### config.mk
export PLATFORM = sky130hd
export DESIGN_NAME = wb_lsu_master
export DESIGN_NICKNAME = d
export VERILOG_FILES = /design/src/rtl/wb_lsu_pkg.sv /design/src/rtl/lsu_lane_align.sv /design/src/rtl/wb_lsu_master.sv
export SDC_FILE = /design/constraint.sdc
export NUM_CORES = 1
export LEC_CHECK = 0
export ABC_AREA = 1
export CAP_MARGIN = 10
export CORE_MARGIN = 2
export CORE_UTILIZATION = 30
export CTS_CLUSTER_SIZE = 30
export DETAILED_ROUTE_END_ITERATION = 10
export SYNTH_ARGS = -nofsm -noshare
export SYNTH_HDL_FRONTEND = slang
export SYNTH_SLANG_ARGS = --single-unit
### constraint.sdc
create_clock -name i_clk -period 2.71 [get_ports i_clk]
set_input_delay 0.271 -clock i_clk [delete_from_list [all_inputs] [get_ports i_clk]]
set_output_delay 0.271 -clock i_clk [all_outputs]
set_load 0.005 [all_outputs]
### src/rtl/wb_lsu_pkg.sv
// Shared encodings for the load/store unit: access sizes, FSM states and the
// alignment rule used by both the bus master and the core.
package wb_lsu_pkg;

  localparam logic [1:0] SZ_BYTE = 2'b00;
  localparam logic [1:0] SZ_HALF = 2'b01;
  localparam logic [1:0] SZ_WORD = 2'b10;

  typedef enum logic [1:0] {
    ST_IDLE     = 2'd0,
    ST_STROBE   = 2'd1,
    ST_WAIT_ACK = 2'd2,
    ST_DONE     = 2'd3
  } lsu_state_t;

  // Size code 2'b11 behaves as a word access, so any size with bit 1 set is a word.
  function automatic logic is_misaligned(input logic [1:0] size, input logic [1:0] off);
    is_misaligned = ((size == SZ_HALF) && off[0]) || (size[1] && (off != 2'b00));
  endfunction

endpackage

### src/rtl/lsu_lane_align.sv
// Combinational byte-lane steering for stores and lane extraction plus
// sign/zero extension for loads; shared with the core's fetch path.
module lsu_lane_align
  import wb_lsu_pkg::*;
(
  input  logic [1:0]  size,
  input  logic [1:0]  offset,
  input  logic        is_unsigned,
  input  logic [31:0] wdata,
  input  logic [31:0] rdata,
  output logic [3:0]  sel,
  output logic [31:0] wdata_lane,
  output logic [31:0] rdata_ext
);

  function automatic logic [31:0] ext_byte(input logic [7:0] b, input logic zext);
    logic signed [7:0]  sb;
    logic signed [31:0] sw;
    sb = b;
    sw = sb;
    ext_byte = zext ? {24'h000000, b} : sw;
  endfunction

  function automatic logic [31:0] ext_half(input logic [15:0] h, input logic zext);
    logic signed [15:0] sh;
    logic signed [31:0] sw;
    sh = h;
    sw = sh;
    ext_half = zext ? {16'h0000, h} : sw;
  endfunction

  logic [31:0] rdata_shift;

  always_comb begin
    sel         = 4'b1111;
    wdata_lane  = wdata;
    rdata_shift = rdata >> {offset, 3'b000};
    rdata_ext   = rdata_shift;
    case (size)
      SZ_BYTE: begin
        sel        = 4'b0001 << offset;
        wdata_lane = {4{wdata[7:0]}};
        rdata_ext  = ext_byte(rdata_shift[7:0], is_unsigned);
      end
      SZ_HALF: begin
        sel        = 4'b0011 << offset;
        wdata_lane = {2{wdata[15:0]}};
        rdata_ext  = ext_half(rdata_shift[15:0], is_unsigned);
      end
      default: ;
    endcase
  end

endmodule

### src/rtl/wb_lsu_master.sv
// Wishbone classic-pipelined master executing one CPU load/store per
// transaction, with misalignment detection and a bus timeout.
module wb_lsu_master
  import wb_lsu_pkg::*;
#(
  parameter int ADDR_W  = 10,
  parameter int TIMEOUT = 16
) (
  input  logic              i_clk,
  input  logic              i_rst_n,
  input  logic              i_req,
  input  logic              i_we,
  input  logic [ADDR_W-1:0] i_addr,
  input  logic [31:0]       i_wdata,
  input  logic [1:0]        i_size,
  input  logic              i_unsigned,
  output logic              o_busy,
  output logic              o_done,
  output logic              o_err,
  output logic [31:0]       o_rdata,
  output logic              o_wb_cyc,
  output logic              o_wb_stb,
  output logic              o_wb_we,
  output logic [ADDR_W-1:0] o_wb_addr,
  output logic [31:0]       o_wb_data,
  output logic [3:0]        o_wb_sel,
  input  logic              i_wb_ack,
  input  logic              i_wb_stall,
  input  logic [31:0]       i_wb_data
);

  localparam int CNT_W    = (TIMEOUT < 2) ? 1 : $clog2(TIMEOUT);
  localparam int TMO_LAST = (TIMEOUT > 0) ? TIMEOUT - 1 : 0;

  lsu_state_t        state, state_nxt;
  logic              we_q, uns_q, err_q;
  logic [ADDR_W-1:0] addr_q;
  logic [31:0]       wdata_q, rdata_q;
  logic [1:0]        size_q;
  logic [CNT_W-1:0]  tmo_cnt;

  logic              cyc, accept_req, req_misal, ack_take, tmo_hit, tmo_abort;
  logic [3:0]        sel_lane;
  logic [31:0]       wdata_lane, rdata_ext;

  lsu_lane_align u_align (
    .size        (size_q),
    .offset      (addr_q[1:0]),
    .is_unsigned (uns_q),
    .wdata       (wdata_q),
    .rdata       (i_wb_data),
    .sel         (sel_lane),
    .wdata_lane  (wdata_lane),
    .rdata_ext   (rdata_ext)
  );

  always_ff @(posedge i_clk or negedge i_rst_n) begin
    if (!i_rst_n) state <= ST_IDLE;
    else          state <= state_nxt;
  end

  always_comb begin
    state_nxt  = state;
    cyc        = (state == ST_STROBE) || (state == ST_WAIT_ACK);
    accept_req = (state == ST_IDLE) && i_req;
    req_misal  = is_misaligned(i_size, i_addr[1:0]);
    tmo_hit    = (TIMEOUT != 0) && cyc && (tmo_cnt == CNT_W'(TMO_LAST));
    ack_take   = ((state == ST_STROBE) && !i_wb_stall && i_wb_ack) ||
                 ((state == ST_WAIT_ACK) && i_wb_ack);
    tmo_abort  = tmo_hit && !ack_take;
    case (state)
      ST_IDLE:     if (i_req) state_nxt = req_misal ? ST_DONE : ST_STROBE;
      // A timeout on the final strobe cycle wins over acceptance so cyc never overruns.
      ST_STROBE:   if (ack_take || tmo_abort) state_nxt = ST_DONE;
                   else if (!i_wb_stall)      state_nxt = ST_WAIT_ACK;
      ST_WAIT_ACK: if (ack_take || tmo_abort) state_nxt = ST_DONE;
      ST_DONE:     state_nxt = ST_IDLE;
      default:     state_nxt = ST_IDLE;
    endcase
  end

  always_ff @(posedge i_clk or negedge i_rst_n) begin
    if (!i_rst_n) begin
      err_q   <= 1'b0;
      rdata_q <= 32'h0;
      tmo_cnt <= '0;
    end else begin
      if (accept_req)     err_q   <= req_misal;
      else if (tmo_abort) err_q   <= 1'b1;
      if (ack_take)       rdata_q <= rdata_ext;
      tmo_cnt <= cyc ? tmo_cnt + 1'b1 : '0;
    end
  end

  // Request payload: only observable while cyc is high, so it needs no reset.
  always_ff @(posedge i_clk) begin
    if (accept_req) begin
      we_q    <= i_we;
      addr_q  <= i_addr;
      wdata_q <= i_wdata;
      size_q  <= i_size;
      uns_q   <= i_unsigned;
    end
  end

  assign o_busy    = cyc;
  assign o_done    = (state == ST_DONE);
  assign o_err     = (state == ST_DONE) && err_q;
  assign o_rdata   = rdata_q;
  assign o_wb_cyc  = cyc;
  assign o_wb_stb  = (state == ST_STROBE);
  assign o_wb_we   = cyc && we_q;
  assign o_wb_addr = cyc ? {addr_q[ADDR_W-1:2], 2'b00} : '0;
  assign o_wb_sel  = cyc ? sel_lane : 4'b0000;
  assign o_wb_data = (cyc && we_q) ? wdata_lane : 32'h0;

endmodule
Word-level counts from Yosys, hierarchy flattened
Cells that the tools add are included. W data, S select, Z words.

Input port bits: 83. Memories: 0. Flip-flop bits (word level): 85. Logic and storage cells: 60. Bits in writable memories: 0. Bits in read-only memories: 0. Latch bits: 0. Output and inout bits: 84.

Equal/unequal tests: 9. Divide/modulo/power cells: 0. Mux-type cells: 17. Reduce and logical (&&, ||, !) cells: 21. Add/subtract/negate cells: 1. Multiply operators: 0. Shift operators: 3. Bitwise logic cells: 0. $lt $le $gt $ge: 0.

Operators by type and width (count): $pmux W32 S2 (2); $mux W32 (3); $shr A32 B5 Y32 (1); $logic_and A1 B1 Y1 (10); $mux W10 (1); $mux W2 (5); $mux W4 (2); $pmux W2 S4 (1); $pmux W4 S2 (1); $eq A2 B1 Y1 const B (3); $add A4 B1 Y4 const B (1); $eq A2 B2 Y1 const B (2); $eq A4 B4 Y1 const B (1); $logic_not A2 Y1 (2); $logic_or A1 B1 Y1 (4); $reduce_bool A2 Y1 (2); $shl A1 B2 Y4 const A (1); $shl A2 B2 Y4 const A (1); $ne A3 B2 Y1 const B (1); $reduce_and A3 Y1 (1); $logic_not A1 Y1 (2); $mux W1 (2); $ne A2 B1 Y1 const B (1); $ne A2 B2 Y1 const B (1).

Longest topological paths before layout
Gate-level depths: netlist of run 1.

Word-level depth: 9. Gate-level depth with buffers: 10. Gate-level depth less buffers: 10.

Cells and area by module
Synthesis of run 1 repeated with hierarchy kept, for this count alone.

Cells, all modules: 596. Area total of the unflattened synthesis: 4685.7 um^2.

Modules (own cells, without submodules): wb_lsu_master (area each 3518.4 um^2, instances 1, cells an instance 345); lsu_lane_align (area each 1167.4 um^2, instances 1, cells an instance 251).

Worst setup path before layout of run 1
No wires, ideal clock.

Path type: reg2reg. Start: register state[0]. End: register addr_q[0], enable pin. Slack: 670 ps. Data arrival time: 1639 ps. Setup time: 401 ps. Cell stages (with the launch flop): 5. Required time: 2309 ps. Path through: dfrtp_1 > inv_1 > ha_1 > nand2_1 > inv_1.

Cells in the longest elaborated chain, start to end: 2.

Ends and longest elaborated chain: start, declared (RTL line wb_lsu_master.sv:35) `lsu_state_t state, state_nxt;`; start signal, assigned (RTL line wb_lsu_master.sv:59) `else state <= state_nxt;`; $logic_not A2 Y1 (RTL line wb_lsu_master.sv:65) `accept_req = (state == ST_IDLE) && i_req;`; $logic_and A1 B1 Y1 (RTL line wb_lsu_master.sv:65); named net accept_req (RTL line wb_lsu_master.sv:42) `logic cyc, accept_req, req_misal, ack_take, tmo_hit, tmo_abort;`; end signal, assigned (RTL line wb_lsu_master.sv:99) `addr_q <= i_addr;`; end, declared (RTL line wb_lsu_master.sv:37) `logic [ADDR_W-1:0] addr_q;`.

The timed path passes the listed nets, and every way through them passes these cells. A chain may end at the register's enable or synchronous reset.

Worst setup path after layout of run 1
Start: register state[0]. End: output port o_wb_sel[0].

Cells in the longest elaborated chain, start to end: 3. Elaborated cells on any way between the ends: 4. Those cells by class: eq/ne (2); mux (1); reduce/logical (1).

Ends and longest elaborated chain: $eq A2 B1 Y1 or $eq A2 B2 Y1 (tied branches) (RTL line wb_lsu_master.sv:64) `cyc = (state == ST_STROBE) || (state == ST_WAIT_ACK);`; $logic_or A1 B1 Y1 (*) (RTL line wb_lsu_master.sv:64); $mux W4 (*) (RTL line wb_lsu_master.sv:114) `assign o_wb_sel = cyc ? sel_lane : 4'b0000;`; end, declared (RTL line wb_lsu_master.sv:26) `output logic [3:0] o_wb_sel,`.

Every way passes the cells marked *; elsewhere a longest branch is shown, timed or not.

==> key figures, run 1 <==
Status
  – Status: finished clean

Timing
  – Worst Skew: 2.82 ps
  – Setup ws final: 140 ps
  – F_max: 0.389 GHz
  – Setup_tns: 0 ps
  – RSZ-0062 raised after global routing: no
  – Hold Slack: 76.0 ps
  – Ratio of final minimum period to clock period: 0.948
  – Setup violations, final: 0
  – Final Hold Fails: 0
  – Fin crit period: 2570 ps
  – Relative slew slack: 0.370
  – Worst slew pin tran: 946 ps
  – Slew Limit Fails: 0

Yosys
  – Simple-gate share of the synthesized area: 0.246
  – Cell Area, Synth: 4430 sq um
  – Synth Area in XOR/XNOR: 0.00198
  – Yosys top cell by area: edfxtp_1
  – Mux contribution to synthesized area: 0
  – Syn avg cell area: 8.67 sq um
  – Yosys cell types: 32
  – Post-Synth Adder-Cell Area: 0.0169
  – Sequential area share after synthesis: 0.532
  – Yosys top cell area share: 0.312
  – Largest family of logic cells by synthesized area: simple AND/OR/NAND/NOR gates
  – #FFs+latches synth: 85
  – Synth warn: 0
  – Post-synthesis compound-gate area fraction: 0.110
  – Post-Synthesis Cells: 511
  – Ranking of synthesized cells by area: edfxtp_1 31%, dfrtp_1 22%, nand2_1 12%

Global route
  – First-pass GRT wire length: 21,500 um
  – Vias in the first global route: 4,088
  – Antenna violations before repair: 0
  – Global Route Usage Sum: 0.176
  – Grt ovf: 0
  – Largest net degree at the start of global routing: 56

Setup path
  – Crit path launch type: flop
  – Top cell by count, worst path: inv_1
  – Crit-path cells: inv_1 > ha_1 > buf_4 > inv_1 > a21oi_1 > clkdlybuf4s50_1
  – Max incr delay on CP: 540 ps
  – Slowest stage cell, crit path: clkdlybuf4s50_1
  – WS Path Type: reg2out
  – WP data arrival: 2300 ps
  – Worst path required time: 2440 ps
  – CP Max Fanout: 15
  – Endpoint type of the worst setup path: primary output

Final layout
  – # nets final: 758
  – Fin util: 0.447
  – Fill count: 1,435
  – Antenna cells: 0
  – Layout area overhead: 46.2%
  – Design area: 6480 sq um
  – Share of layout cells above drive strength 1: 0.0786

Routing
  – Vias per cell: 4.74
  – DRT Pass-1 Iters: 4
  – DR vias: 4,066
  – Routed Antenna Nets: 0
  – Avg WL per Cell: 16.2 um
  – Iter 0 DRT Violations: 237
  – Routed WL: 13,900 um
  – Residual DRC: 0

Clock network
  – Clock buffer depth: 2
  – Clock latency on the worst-skew pair: 340 ps
  – CTS H-tree lvls: 3
  – CTS tree: done
  – Cts bufs inserted: 9
  – Clock Sinks: 85
  – Hold-fix buffers at CTS: 0
  – CTS clock-pin slew for the worst setup and hold paths: 60 ps
  – Root Buffer: clkbuf_16
  – Post-CTS Setup Repair Bufs: 0

Power and ir drop
  – Pleak: 2.80 nW
  – P per Cell Area: 992 nW/um^2
  – Peak supply drop: 0.607 mV

Placement
  – DP Worst Slack: 281 ps
  – Area after DPL: 6200 sq um
  – Port Buffer Count: 164
  – RePlAce Congestion: 0.851
  – Hpwl dp: 10,400 um

Floorplan
  – Core region area: 14,500 sq um
  – Starting Density: 0.306
  – Chip width: 126 um
  – Die H: 126 um
  – Die ar.: 15,800 sq um
  – I/O pin cnt: 167
  – Num rows: 44

Job
  – Maxcap violations: 0

Hold path
  – Hold Crit Class: in2async
[state kept, by name, summed over array words and instances (netlist names)]
register	cells
size_q	2
wdata_q	32
uns_q	1
err_q	1
we_q	1
state	2
addr_q	10
tmo_cnt	4
o_rdata	32
[report_power, final]
part | switching, mW | internal [mW]
Combinational | 1.53 | 1.70
Clock | 0.510 | 0.617
Sequential | 0.244 | 1.82
[cell families (layout without fill, tap and decap cells)]
| group | after synthesis | in the layout |
|---|---|---|
| adders and majority gates | 6 | 6 |
| buffers and inverters | 88 | 250 |
| and+or+nand+nor | 254 | 254 |
| xor gates and xnor gates | 1 | 1 |
| DFF | 85 | 85 |
| AOI/OAI and AO/OA | 76 | 76 |
| other | 1 | 2 |
[placed cells by master (no fill, tap or decap), types with 2 or more instances in the layout]
cell               n
clkdlybuf4s50_1  163
nand2_1          138
inv_1             54
nor2_1            54
nand3_1           47
edfxtp_1          46
dfrtp_1           39
o21ai_0           24
a21oi_1           12
o21bai_2          10
clkbuf_16          9
o22ai_1            8
o21ai_1            8
buf_4              8
o211ai_1           7
o21bai_1           6
ha_1               6
nand2_2            5
clkinvlp_4         3
inv_2              3
nand2_4            3
clkinv_2           3
nor3_1             2
nor2_4             2
nand3_2            2
conb_1             2
clkbuf_1           2
[worst max-delay path, delay by kind of cell, from the launching register on]
kind                     cells  cell delay, ps
buffers and inverters        4            1010
AO/OA/AOI/OAI                1             210
adder cells (fa/ha/maj)      1             330
flip-flops                   1             420
[area by class of cell]
class	instances	area (sq um)	area share
repair buffers	173	1720	0.265
multi-input cells	339	1670	0.258
repair inverters	1	7.51	0.00116
well taps	184	230	0.0355
clock inverters	5	30.0	0.00464
inverters	60	233	0.0359
flip-flops and latches	85	2360	0.364
clock buffers	11	233	0.0359
[what timing repair did]
action / in CTS / in global routing
hold endpoints to repair: 0 / 0
pin swaps: 0 / 0
gates cloned: 0 / 1
setup endpoints to repair: 22 / 20
resized for setup: 1 / 3
[per-layer routing]
metal	global-route usage	share of wire	up-vias
met1	0.213	0.42	1901
met5	0	0	-
li1	-	-	1965
met3	0.0586	0.090	18
met2	0.290	0.47	182
met4	0.0680	0.017	0
[through the flow]
stage	std cells	total power, mW
global placement	841	5.27
finish	858	6.43
floorplan	512	3.57
CTS	857	6.49
detailed placement	841	5.31
global route	858	6.88
[worst paths after layout]
check | startpoint | to | slack, ps | cells after the start
hold / removal | i_rst_n | o_rdata[5] | 80 | 1
setup reg to reg | state[1] | o_rdata[27] | 600 | 10
min in group i_clk | tmo_cnt[0] | tmo_cnt[0] | 470 | 1
hold reg to reg | tmo_cnt[0] | tmo_cnt[0] | 470 | 1
setup / recovery | state[0] | o_wb_sel[0] | 140 | 6
max in group asynchronous | i_rst_n | o_rdata[15] | 2050 | 1
[cells in the mapped netlist]
master      n
nand2_1   139
inv_1      56
nor2_1     54
nand3_1    47
edfxtp_1   46
dfrtp_1    39
o21ai_0    25
buf_2      13
a21oi_1    12
o21bai_2   10
o22ai_1     8
o211ai_1    7
o21ai_1     7
ha_1        6
o21bai_1    6
buf_4       5
buf_6       4
clkbuf_1    4
nand2_2     4
nand2_4     3
inv_2       2
nand3_2     2
nor2_4      2
nor3_1      2
a31oi_1     1
buf_1       1
buf_8       1
clkinv_2    1
conb_1      1
inv_4       1
nand3_4     1
xor2_1      1
No activity file was read; power rests on OpenSTA's default activity.
==> run 2, diff against run 1 <==
--- a/config.mk
+++ b/config.mk
@@ -11,6 +11,7 @@
 export CORE_UTILIZATION = 30
 export CTS_CLUSTER_SIZE = 30
 export DETAILED_ROUTE_END_ITERATION = 10
+export MAX_ROUTING_LAYER = met4
 export SYNTH_ARGS = -nofsm -noshare
 export SYNTH_HDL_FRONTEND = slang
 export SYNTH_SLANG_ARGS = --single-unit
==> run 2 against run 1 <==
  * Power grew 0.16%
  * Hold slack lost 7.4 ps
  * Sequential share of layout area is essentially flat
  * Final cell count increased by 0.12%
  * First-iteration DRC count down 15%
  * Maximum frequency up 0.57%
  * Global-route usage rose by 0.55 points
  * Non-clock buffer count increased by 1
  * Clock-buffer cell count unchanged
  * Worst setup slack gained 15 ps
==> key figures, run 2 (synthesized netlist as in run 1, its figures left out) <==
Placement
  – Area after DPL: 6200 sq um
  – Placed cells: 841
  – Port Buffer Count: 164
  – RePlAce Congestion: 0.864
  – Hpwl dp: 10,400 um

Clock network
  – CTS tree: done
  – Clock latency on the worst-skew pair: 340 ps
  – CTS clock-pin slew for the worst setup and hold paths: 60 ps
  – Root Buffer: clkbuf_16
  – CTS H-tree lvls: 3
  – Clock Sinks: 85
  – Clock buffer depth: 2
  – Cts bufs inserted: 9

Timing
  – Ratio of final minimum period to clock period: 0.943
  – Worst slew pin tran: 931 ps
  – Fin crit period: 2560 ps
  – Slew Limit Fails: 0
  – Relative slew slack: 0.379
  – Setup violations, final: 0
  – RSZ-0062 raised after global routing: no
  – F_max: 0.391 GHz
  – Worst Skew: 4.43 ps
  – Setup_tns: 0 ps
  – Final Hold Fails: 0

Global route
  – Antenna violations before repair: 0
  – Vias in the first global route: 4,126
  – Grt ovf: 0
  – First-pass GRT wire length: 21,500 um
  – Global Route Usage Sum: 0.182
  – Largest net degree at the start of global routing: 56

Floorplan
  – Die H: 126 um
  – Num rows: 44
  – Chip width: 126 um
  – Die ar.: 15,800 sq um
  – Core region area: 14,500 sq um
  – I/O pin cnt: 167
  – Starting Density: 0.306

Final layout
  – Share of layout cells above drive strength 1: 0.0800
  – Multi-input combinational cell area: 1670 sq um
  – Seq. cell area: 2360 sq um
  – Fill count: 1,431
  – Antenna cells: 0
  – Commonest non-fill, non-tap cell in the layout: clkdlybuf4s50_1
  – Post-route insts no fill: 859
  – Layout area overhead: 46.3%
  – Design area: 6480 sq um
  – Commonest non-fill, non-tap cells in the layout: 163 x clkdlybuf4s50_1, 138 x nand2_1, 54 x inv_1, 54 x nor2_1, 47 x nand3_1
  – # nets final: 759

Setup path
  – Crit path launch type: flop
  – WS Path Type: reg2out
  – Critical path's top delay family: buffers and inverters
  – WP buf/inv: 3
  – Endpoint type of the worst setup path: primary output
  – Slowest stage cell, crit path: clkdlybuf4s50_1
  – Max incr delay on CP: 450 ps
  – CP Max Fanout: 8
  – WP data arrival: 2280 ps
  – Worst path required time: 2440 ps
  – Crit-path cells: inv_1 > ha_1 > nand2_2 > clkinvlp_4 > o21ai_0 > nor2_1 > clkdlybuf4s50_1

Power and ir drop
  – Power Total: 6.44 mW
  – P per Cell Area: 993 nW/um^2
  – Pleak: 2.80 nW
  – Peak supply drop: 0.609 mV

Routing
  – DR vias: 4,060
  – Routed WL: 13,900 um
  – Vias per cell: 4.73
  – Residual DRC: 0
  – Iter 0 DRT Violations: 201
  – DRT Pass-1 Iters: 4
  – Avg WL per Cell: 16.2 um
  – Routed Antenna Nets: 0

Job
  – Maxcap violations: 0

Status
  – Status: finished clean

Hold path
  – Hold Crit Class: in2async
run 2: layout make-up:
class | instances | area share
flip-flops and latches | 85 | 0.364
repair buffers | 174 | 0.266
multi-input cells | 339 | 0.257
clock buffers | 11 | 0.0359
inverters | 60 | 0.0359
well taps | 184 | 0.0355
clock inverters | 5 | 0.00463
repair inverters | 1 | 0.00116
run 2: final timing paths:
| check | start | cells after the start | slack (ps) | to |
|---|---|---|---|---|
| hold reg to reg | tmo_cnt[0] | 1 | 470 | tmo_cnt[0] |
| setup reg to reg | state[1] | 10 | 600 | o_rdata[27] |
| max in group asynchronous | i_rst_n | 1 | 2060 | o_rdata[15] |
| hold / removal | i_rst_n | 1 | 70 | o_rdata[5] |
| min in group i_clk | tmo_cnt[0] | 1 | 470 | tmo_cnt[0] |
| setup / recovery | state[0] | 7 | 150 | o_wb_data[26] |
run 2: metrics by stage:
stage	worst slack (ps)	util	hold WS, ps
global placement	415	0.428	453
floorplan	670	-	-24.6
CTS	57.5	0.447	84.0
finish	154	0.448	68.6
detailed placement	281	0.428	459
global route	6.29	0.448	151
run 2: repair_timing:
| action | in CTS | in global routing |
|---|---|---|
| hold buffers | 0 | 0 |
| gates cloned | 0 | 1 |
| setup endpoints to repair | 22 | 20 |
| resized for setup | 1 | 3 |
| pin swaps | 0 | 0 |
| buffers inserted | 0 | 1 |
run 2: where the power goes:
| part | internal, mW | switching (mW) |
|---|---|---|
| Combinational | 1.71 | 1.53 |
| Clock | 0.617 | 0.510 |
| Sequential | 1.82 | 0.241 |
run 2: routing by layer:
layer | global-route usage | vias up | share of wire
met4 | 0.0680 | 0 | 0.017
met2 | 0.291 | 181 | 0.47
met1 | 0.220 | 1893 | 0.42
met3 | 0.0484 | 18 | 0.091
li1 | - | 1968 | -
met5 | - | - | 0
run 2: worst reg2reg max path, delay by kind of cell, from the launching register on:
| kind | cells | cell delay, ps |
|---|---|---|
| AND/OR/NAND/NOR | 4 | 490 |
| buffers and inverters | 4 | 690 |
| AO/OA/AOI/OAI | 1 | 160 |
| flip-flops | 1 | 410 |
| adder cells (fa/ha/maj) | 1 | 250 |
